`src/rtl/slot_stop_ctrl.sv`:
```
// Player key front end for the three-reel slot: sync + debounce the key, step the
// spin/stop FSM on each press, capture each reel one cycle after its enable drops.
module slot_stop_ctrl #(
    parameter int DEBOUNCE_BITS = 20
) (
    input  logic       clk,
    input  logic       i_rst_n,
    input  logic       i_key,
    input  logic [3:0] i_reel0,
    input  logic [3:0] i_reel1,
    input  logic [3:0] i_reel2,
    output logic [2:0] o_run,
    output logic [3:0] o_val0,
    output logic [3:0] o_val1,
    output logic [3:0] o_val2,
    output logic       o_win,
    output logic       o_done
);

    typedef enum logic [1:0] {IDLE, SPIN3, SPIN2, SPIN1} state_t;

    state_t                   state_q, state_d;
    logic                     sync1_q, sync2_q;
    logic                     stable_q, stable_d;
    logic                     stable_dly_q;
    logic [DEBOUNCE_BITS-1:0] cnt_q, cnt_d;
    logic                     press_q, press_d;
    logic [2:0]               cap_q, cap_d;
    logic [3:0]               val0_q, val0_d, val1_q, val1_d, val2_q, val2_d;
    logic                     win_q, win_d;
    logic                     done_q, done_d;

    // Level only moves after the synced key has differed for a full counter wrap.
    always_comb begin
        stable_d = stable_q;
        cnt_d    = '0;
        if (sync2_q != stable_q) begin
            if (&cnt_q) stable_d = sync2_q;
            else        cnt_d    = cnt_q + DEBOUNCE_BITS'(1);
        end
        press_d = stable_dly_q & ~stable_q;
    end

    always_comb begin
        state_d = state_q;
        cap_d   = '0;
        val0_d  = val0_q;
        val1_d  = val1_q;
        val2_d  = val2_q;
        win_d   = win_q;
        done_d  = 1'b0;
        // cap_q is armed at the transition edge, so reels are frozen by now.
        if (cap_q[0]) val0_d = i_reel0;
        if (cap_q[1]) val1_d = i_reel1;
        if (cap_q[2]) begin
            val2_d = i_reel2;
            win_d  = (val0_q == val1_q) && (val1_q == i_reel2);
            done_d = 1'b1;
        end
        case (state_q)
            IDLE:  if (press_q) begin win_d = 1'b0; state_d = SPIN3; end
            SPIN3: if (press_q) begin cap_d = 3'b001; state_d = SPIN2; end
            SPIN2: if (press_q) begin cap_d = 3'b010; state_d = SPIN1; end
            SPIN1: if (press_q) begin cap_d = 3'b100; state_d = IDLE;  end
            default: state_d = IDLE;
        endcase
    end

    always_comb begin
        case (state_q)
            SPIN3:   o_run = 3'b111;
            SPIN2:   o_run = 3'b110;
            SPIN1:   o_run = 3'b100;
            default: o_run = 3'b000;
        endcase
    end

    always_ff @(posedge clk or negedge i_rst_n) begin
        if (!i_rst_n) begin
            sync1_q      <= 1'b1;
            sync2_q      <= 1'b1;
            stable_q     <= 1'b1;
            stable_dly_q <= 1'b1;
            cnt_q        <= '0;
            press_q      <= 1'b0;
            state_q      <= IDLE;
            cap_q        <= '0;
            val0_q       <= '0;
            val1_q       <= '0;
            val2_q       <= '0;
            win_q        <= 1'b0;
            done_q       <= 1'b0;
        end else begin
            sync1_q      <= i_key;
            sync2_q      <= sync1_q;
            stable_q     <= stable_d;
            stable_dly_q <= stable_q;
            cnt_q        <= cnt_d;
            press_q      <= press_d;
            state_q      <= state_d;
            cap_q        <= cap_d;
            val0_q       <= val0_d;
            val1_q       <= val1_d;
            val2_q       <= val2_d;
            win_q        <= win_d;
            done_q       <= done_d;
        end
    end

    assign o_val0 = val0_q;
    assign o_val1 = val1_q;
    assign o_val2 = val2_q;
    assign o_win  = win_q;
    assign o_done = done_q;

endmodule
```
`config.mk`:
```
export PLATFORM = sky130hd
export DESIGN_NAME = slot_stop_ctrl
export DESIGN_NICKNAME = d
export VERILOG_FILES = /design/src/rtl/slot_stop_ctrl.sv
export SDC_FILE = /design/constraint.sdc
export NUM_CORES = 1
export LEC_CHECK = 0
export CORE_ASPECT_RATIO = 1.75
export CORE_MARGIN = 4
export CORE_UTILIZATION = 50
export DETAILED_ROUTE_END_ITERATION = 10
export PLACE_DENSITY = 0.75
export SETUP_SLACK_MARGIN = 0.3
export SYNTH_ARGS = -nofsm -noshare
export SYNTH_HDL_FRONTEND = slang
export SYNTH_SLANG_ARGS = --single-unit
export TNS_END_PERCENT = 10
```
`constraint.sdc`:
```
create_clock -name clk -period 1.9 [get_ports clk]
set_input_delay 0.38 -clock clk [delete_from_list [all_inputs] [get_ports clk]]
set_output_delay 0.38 -clock clk [all_outputs]
set_load 0.05 [all_outputs]
```
==> results.json <==
{
  "dr.pass1.iters": 4,
  "routed_wl_um": 4210,
  "antenna_found_initial": 0,
  "final.period_utilization": 0.965,
  "cp_data_arrival_time_ps": 1450,
  "cts_buffers": 5,
  "rsz0062_at_grt": "true",
  "core_area_um2": 3870,
  "synth_seq_cells": 44,
  "syn_inst": 171,
  "nFillCells": 286,
  "final_common_cell": "dfrtp_1",
  "synthesis.nets": 193,
  "crit_chain": "clkdlybuf4s50_1",
  "final_cell_mix": "dfrtp_1, nor2_1, clkdlybuf4s50_1, buf_4, mux2_2",
  "crit_fanout": 2,
  "avgViaCountPerCell": 5.61,
  "crit_required_ps": 1520,
  "htreeDepth": 2,
  "die_w_um": 55.6,
  "slowest_stage": "clkdlybuf4s50_1",
  "cts_tree": "built",
  "setup_viol": 0,
  "ff2ff_path_depth": 5,
  "initial_utilization": 0.512,
  "grt_pass1_vias": 1517,
  "ir_drop_mv": 0.627,
  "cp-start-kind": "register",
  "grt-ovfl-total": 0,
  "fin_tns_setup_ps": 0,
  "crit_cells": 1,
  "insertion_delay_ps": 290,
  "ys_types": 32,
  "grt_max_degree": 45,
  "min_path_type": "in -> async",
  "wire_per_inst_um": 15.8,
  "p_per_area_nw_per_um2": 686,
  "cts_buffer_depth": 2,
  "cpPeakStageDelay_ps": 800,
  "relSlewSlack": 0.646,
  "syn_to_final_growth_pct": 30.8,
  "clk_pin_slew_ps": 80,
  "period_needed_ps": 1830,
  "multiInputGateArea_um2": 886,
  "synth_area_um2": 1980,
  "drive_gt1_frac": 0.251,
  "gp_congestion": 0.866,
  "cts_root_buffer": "clkbuf_8",
  "max_freq_ghz": 0.545,
  "dieHeight_um": 91.2,
  "p_leak_nw": 1.17,
  "syn_avg_cell_area_um2": 11.6,
  "boundaryPins": 32,
  "end_kind": "primary output",
  "place_area_um2": 2390,
  "holdBufCountCts": 0,
  "seq_area_frac_synth": 0.559,
  "rows": 30,
  "num_vias": 1498,
  "crit_type": "reg -> out",
  "dp_hpwl_um": 3060,
  "path_delay_family": "buffers and inverters",
  "dieArea_um2": 5070,
  "antennaDiodeCount": 0,
  "fin_area_um2": 2590,
  "ys_warn_count": 0,
  "clock-sinks": 44,
  "fin_nets": 240,
  "finalHoldViolCount": 0,
  "drv_slew": 0,
  "status": "complete, no violations",
  "drc": 0,
  "crit_buf_inv": 1,
  "final_core_util": 0.670,
  "globalRouteTotalUtil": 0.171,
  "drt_iter0_drc": 38,
  "max_slew.worst_pin.slew_ps": 530,
  "seq_area_um2": 1110,
  "maxCapViolCount": 0,
  "finClkSkew_ps": 4.97,
  "ant_nets": 0,
  "grt_pass1_wl_um": 6890,
  "io_buffers": 31
}
cells by family after synthesis:
group	synth area share
AOI/OAI and AO/OA	0.0430
DFF	0.559
buffers and inverters	0.0158
muxes	0.0796
xor gates and xnor gates	0.0619
and+or+nand+nor	0.197
adders and majority gates	0.0442
state kept, by name, indices dropped and copies added, names as in the netlist:
name	cells
o_val1	4
o_done	1
press_q	1
cnt_q	20
o_val0	4
o_val2	4
sync1_q	1
cap_q	3
state_q	2
stable_dly_q	1
o_win	1
sync2_q	1
stable_q	1
timing repair:
item,4_1_cts,5_1_grt
pin swaps,0,1
buffers inserted,0,5
resized for setup,5,7
cloned,0,1
setup endpoints to repair,29,32
per-layer routing:
metal	GRT usage	routed length [um]
met1	0.180	1540
met2	0.309	2320
met3	0.0455	216
met4	0.0771	134
met5	0	0
report_power, final:
group | total [W] | switching [W] | leakage (nW) | internal (W)
combinational | 0.0000842 | 0.0000411 | 0.512 | 0.0000431
clock | 0.000738 | 0.000308 | 0.0614 | 0.000430
sequential | 0.000955 | 0.0000104 | 0.592 | 0.000945
total | 0.00178 | 0.000360 | 1.17 | 0.00142
layout make-up:
class	instances	share of cell area
Multi-Input combinational cell	121	0.342
Clock inverter	2	0.0150
Clock buffer	6	0.0319
Tap cell	48	0.0232
Timing Repair Buffer	41	0.153
Inverter	5	0.00725
Sequential cell	44	0.428
synthesized netlist by cell type, drive strengths merged:
cell type,instances,share of area
or3,8,0.026
and2,1,0.0032
buf,2,0.0063
dfstp,4,0.053
inv,5,0.0095
a21oi,5,0.013
nor3,7,0.018
nand4,6,0.019
a31o,1,0.0044
and3,4,0.013
nor2,19,0.036
xor2,2,0.0089
nand2,7,0.013
and4,2,0.0089
nor2b,1,0.0032
nand3,10,0.034
ha,7,0.044
a22oi,1,0.0038
dfrtp,40,0.51
nor4b,1,0.0044
a221oi,1,0.0044
o221ai,1,0.0044
nor4,4,0.013
or4,1,0.0057
mux2,14,0.080
xnor2,12,0.053
a31oi,1,0.0032
o21ai,4,0.010
per-stage QoR:
stage | std cells | total power, W | setup WS (ps) | hold slack (ps)
after CTS | 261 | 0.00178 | 60.0 | 166
after detailed placement | 253 | 0.00105 | -36.2 | 359
after floorplan | 171 | 0.000991 | 224 | 84.4
final | 267 | 0.00178 | 66.0 | 140
after global placement | 253 | 0.00104 | 55.9 | 358
after global routing | 267 | 0.00185 | 29.6 | 204
final timing paths:
check / start / end / slack (ps)
max in group asynchronous: i_rst_n / cnt_q[0]$_DFF_PN0_ / 1360
hold reg to reg: sync1_q$_DFF_PN1_ / sync2_q$_DFF_PN1_ / 370
setup / recovery: o_val2[1]$_DFFE_PN0P_ / o_val2[1] / 70
min in group clk: sync1_q$_DFF_PN1_ / sync2_q$_DFF_PN1_ / 370
setup reg to reg: cnt_q[1]$_DFF_PN0_ / cnt_q[19]$_DFF_PN0_ / 130
hold / removal: i_rst_n / o_val1[1]$_DFFE_PN0P_ / 140
(Power assumes the default switching activity.)
==> variant, RTL diff (same settings) <==
The parameter `DEBOUNCE_BITS` goes from 20 to 30.
--- a/src/rtl/slot_stop_ctrl.sv
+++ b/src/rtl/slot_stop_ctrl.sv
@@ -1,7 +1,7 @@
 // Player key front end for the three-reel slot: sync + debounce the key, step the
 // spin/stop FSM on each press, capture each reel one cycle after its enable drops.
 module slot_stop_ctrl #(
-    parameter int DEBOUNCE_BITS = 20
+    parameter int DEBOUNCE_BITS = 30
 ) (
     input  logic       clk,
     input  logic       i_rst_n,
Function: same outputs for any inputs over 10 cycles, from zero or initial values and one cycle with i_rst_n low; that may be too few to reach the edited logic, so the function may still have changed.
==> variant against the unedited design <==
  * The flow now finishes with violations (negative setup slack)
  * Via count increased by 40%
  * Sequential cell count increased by 10
  * Worst hold slack got worse by 0.085 ns
  * Worst setup slack got worse by 0.13 ns
  * Total power increased by 14%
  * Routed wire length increased by 43%
  * Synthesized area increased by 31%
  * Design area increased by 37%
  * Largest cell class unchanged
==> variant: results (changes against the unedited design) <==
global_route:
  grt_pass1_vias: 2362  # +56%
  grt_pass1_wl_um: 10300  # +50%
placement:
  gp_congestion: 0.820  # -5.3%
  hpwl_um: 3910  # +28%
  placed_area_sq_um: 3120  # +31%
  dp_cells: 332  # +31%
sta:
  fin_ws_ns: -0.0667  # -0.133 ns
  worstMarginPinSlew_ns: 0.495  # -0.0351 ns
  hold_ws_ns: 0.0543  # -0.0853 ns
  setup_viol: 7  # +7
  finalSetupTns_ns: -0.195  # -0.195 ns
layout:
  nets: 323  # +35%
  clkCellAreaFrac: 0.0300  # -0.0169
  final-seq-area_sq_um: 1360  # +23%
  layout-drive-gt1-share: 0.397  # +0.146
  buffers: 68  # +66%
  nNonClkInverters: 9  # +4
  clock_buffers: 7  # +1
  multi_input_gates: 163  # +35%
  largest_reg_flops: 30  # +50%
  multi_input_area_share: 0.382  # +0.0395
  fin_area_sq_um: 3550  # +37%
critical_path:
  crit_family: "simple AND/OR/NAND/NOR gates"
  cp-end-kind: "flip-flop"
  slowest_delay_ns: 0.57  # -0.23 ns
  r2r_end: "cnt_q[28]"
route:
  via_per_inst: 5.87  # +4.7%
  first_iter_violations: 32  # -16%
  routed_wl_um: 6010  # +43%
yosys:
  synth_common_cells: "dfrtp_1 (50), nor2_1 (21), a21oi_1 (15)"
  synth_cells: 232  # +36%
  synth.area.mux_share: 0.0610  # -0.0187
  synth_xor_area_frac: 0.0542  # -0.00776
  synth_fa_ha_area_frac: 0.0339  # -0.0104
  yosysSeqAreaShare: 0.524  # -0.0344
  ys_top_cells_by_area: "dfrtp_1 (48%), mux2_2 (5.7%), dfstp_2 (4.1%), xnor2_1 (4.1%), ha_1 (3.4%)"
  synth_cell_type_count: 37  # +16%
  synth_compound_area_frac: 0.0832  # +0.0402
pwr:
  p_leak_nw: 1.52  # +30%
  powerDensity_nw_per_um2: 571  # -17%
  power.switching_w: 0.000415  # +15%
  peakVddDrop_v: 0.000683  # +9.0%
  p_comb_frac: 0.060  # +0.013
  powerClk_w: 0.000740  # about the same
clock_network:
  cts.sinks: 54  # +23%
run_status:
  status: "complete, but fails checks"
  violations: "negative setup slack"
floorplan:
  die_area_sq_um: 6430  # +27%
==> variant: cell count changes after synthesis, sizes merged, moves of 2 or more <==
| cell | change |
|---|---|
| nand3 | +5 |
| buf | +5 |
| dfrtp | +10 |
| or3 | +2 |
| xor2 | +2 |
| nand4 | +2 |
| o21ai | +3 |
| or4 | +7 |
| a21oi | +10 |
| o31ai | +7 |
| inv | +4 |
| nor2 | +2 |
==> variant: repair_timing <==
| action | 4_1_cts | 5_1_grt |
|---|---|---|
| gates cloned | 2 | 0 |
| pin swaps | 32 | 4 |
| setup endpoints to repair | 42 | 40 |
| setup buffers | 13 | 1 |
| hold buffers | 0 | 0 |
| resized for setup | 54 | 16 |
==> variant: routing by layer <==
metal  wire length [um]  vias up  GRT usage
met2               3490       64      0.399
met4                189        0     0.0997
met5                  0        -          0
met3                235       22     0.0469
met1               2100     1029      0.181
li1                   -      976          -
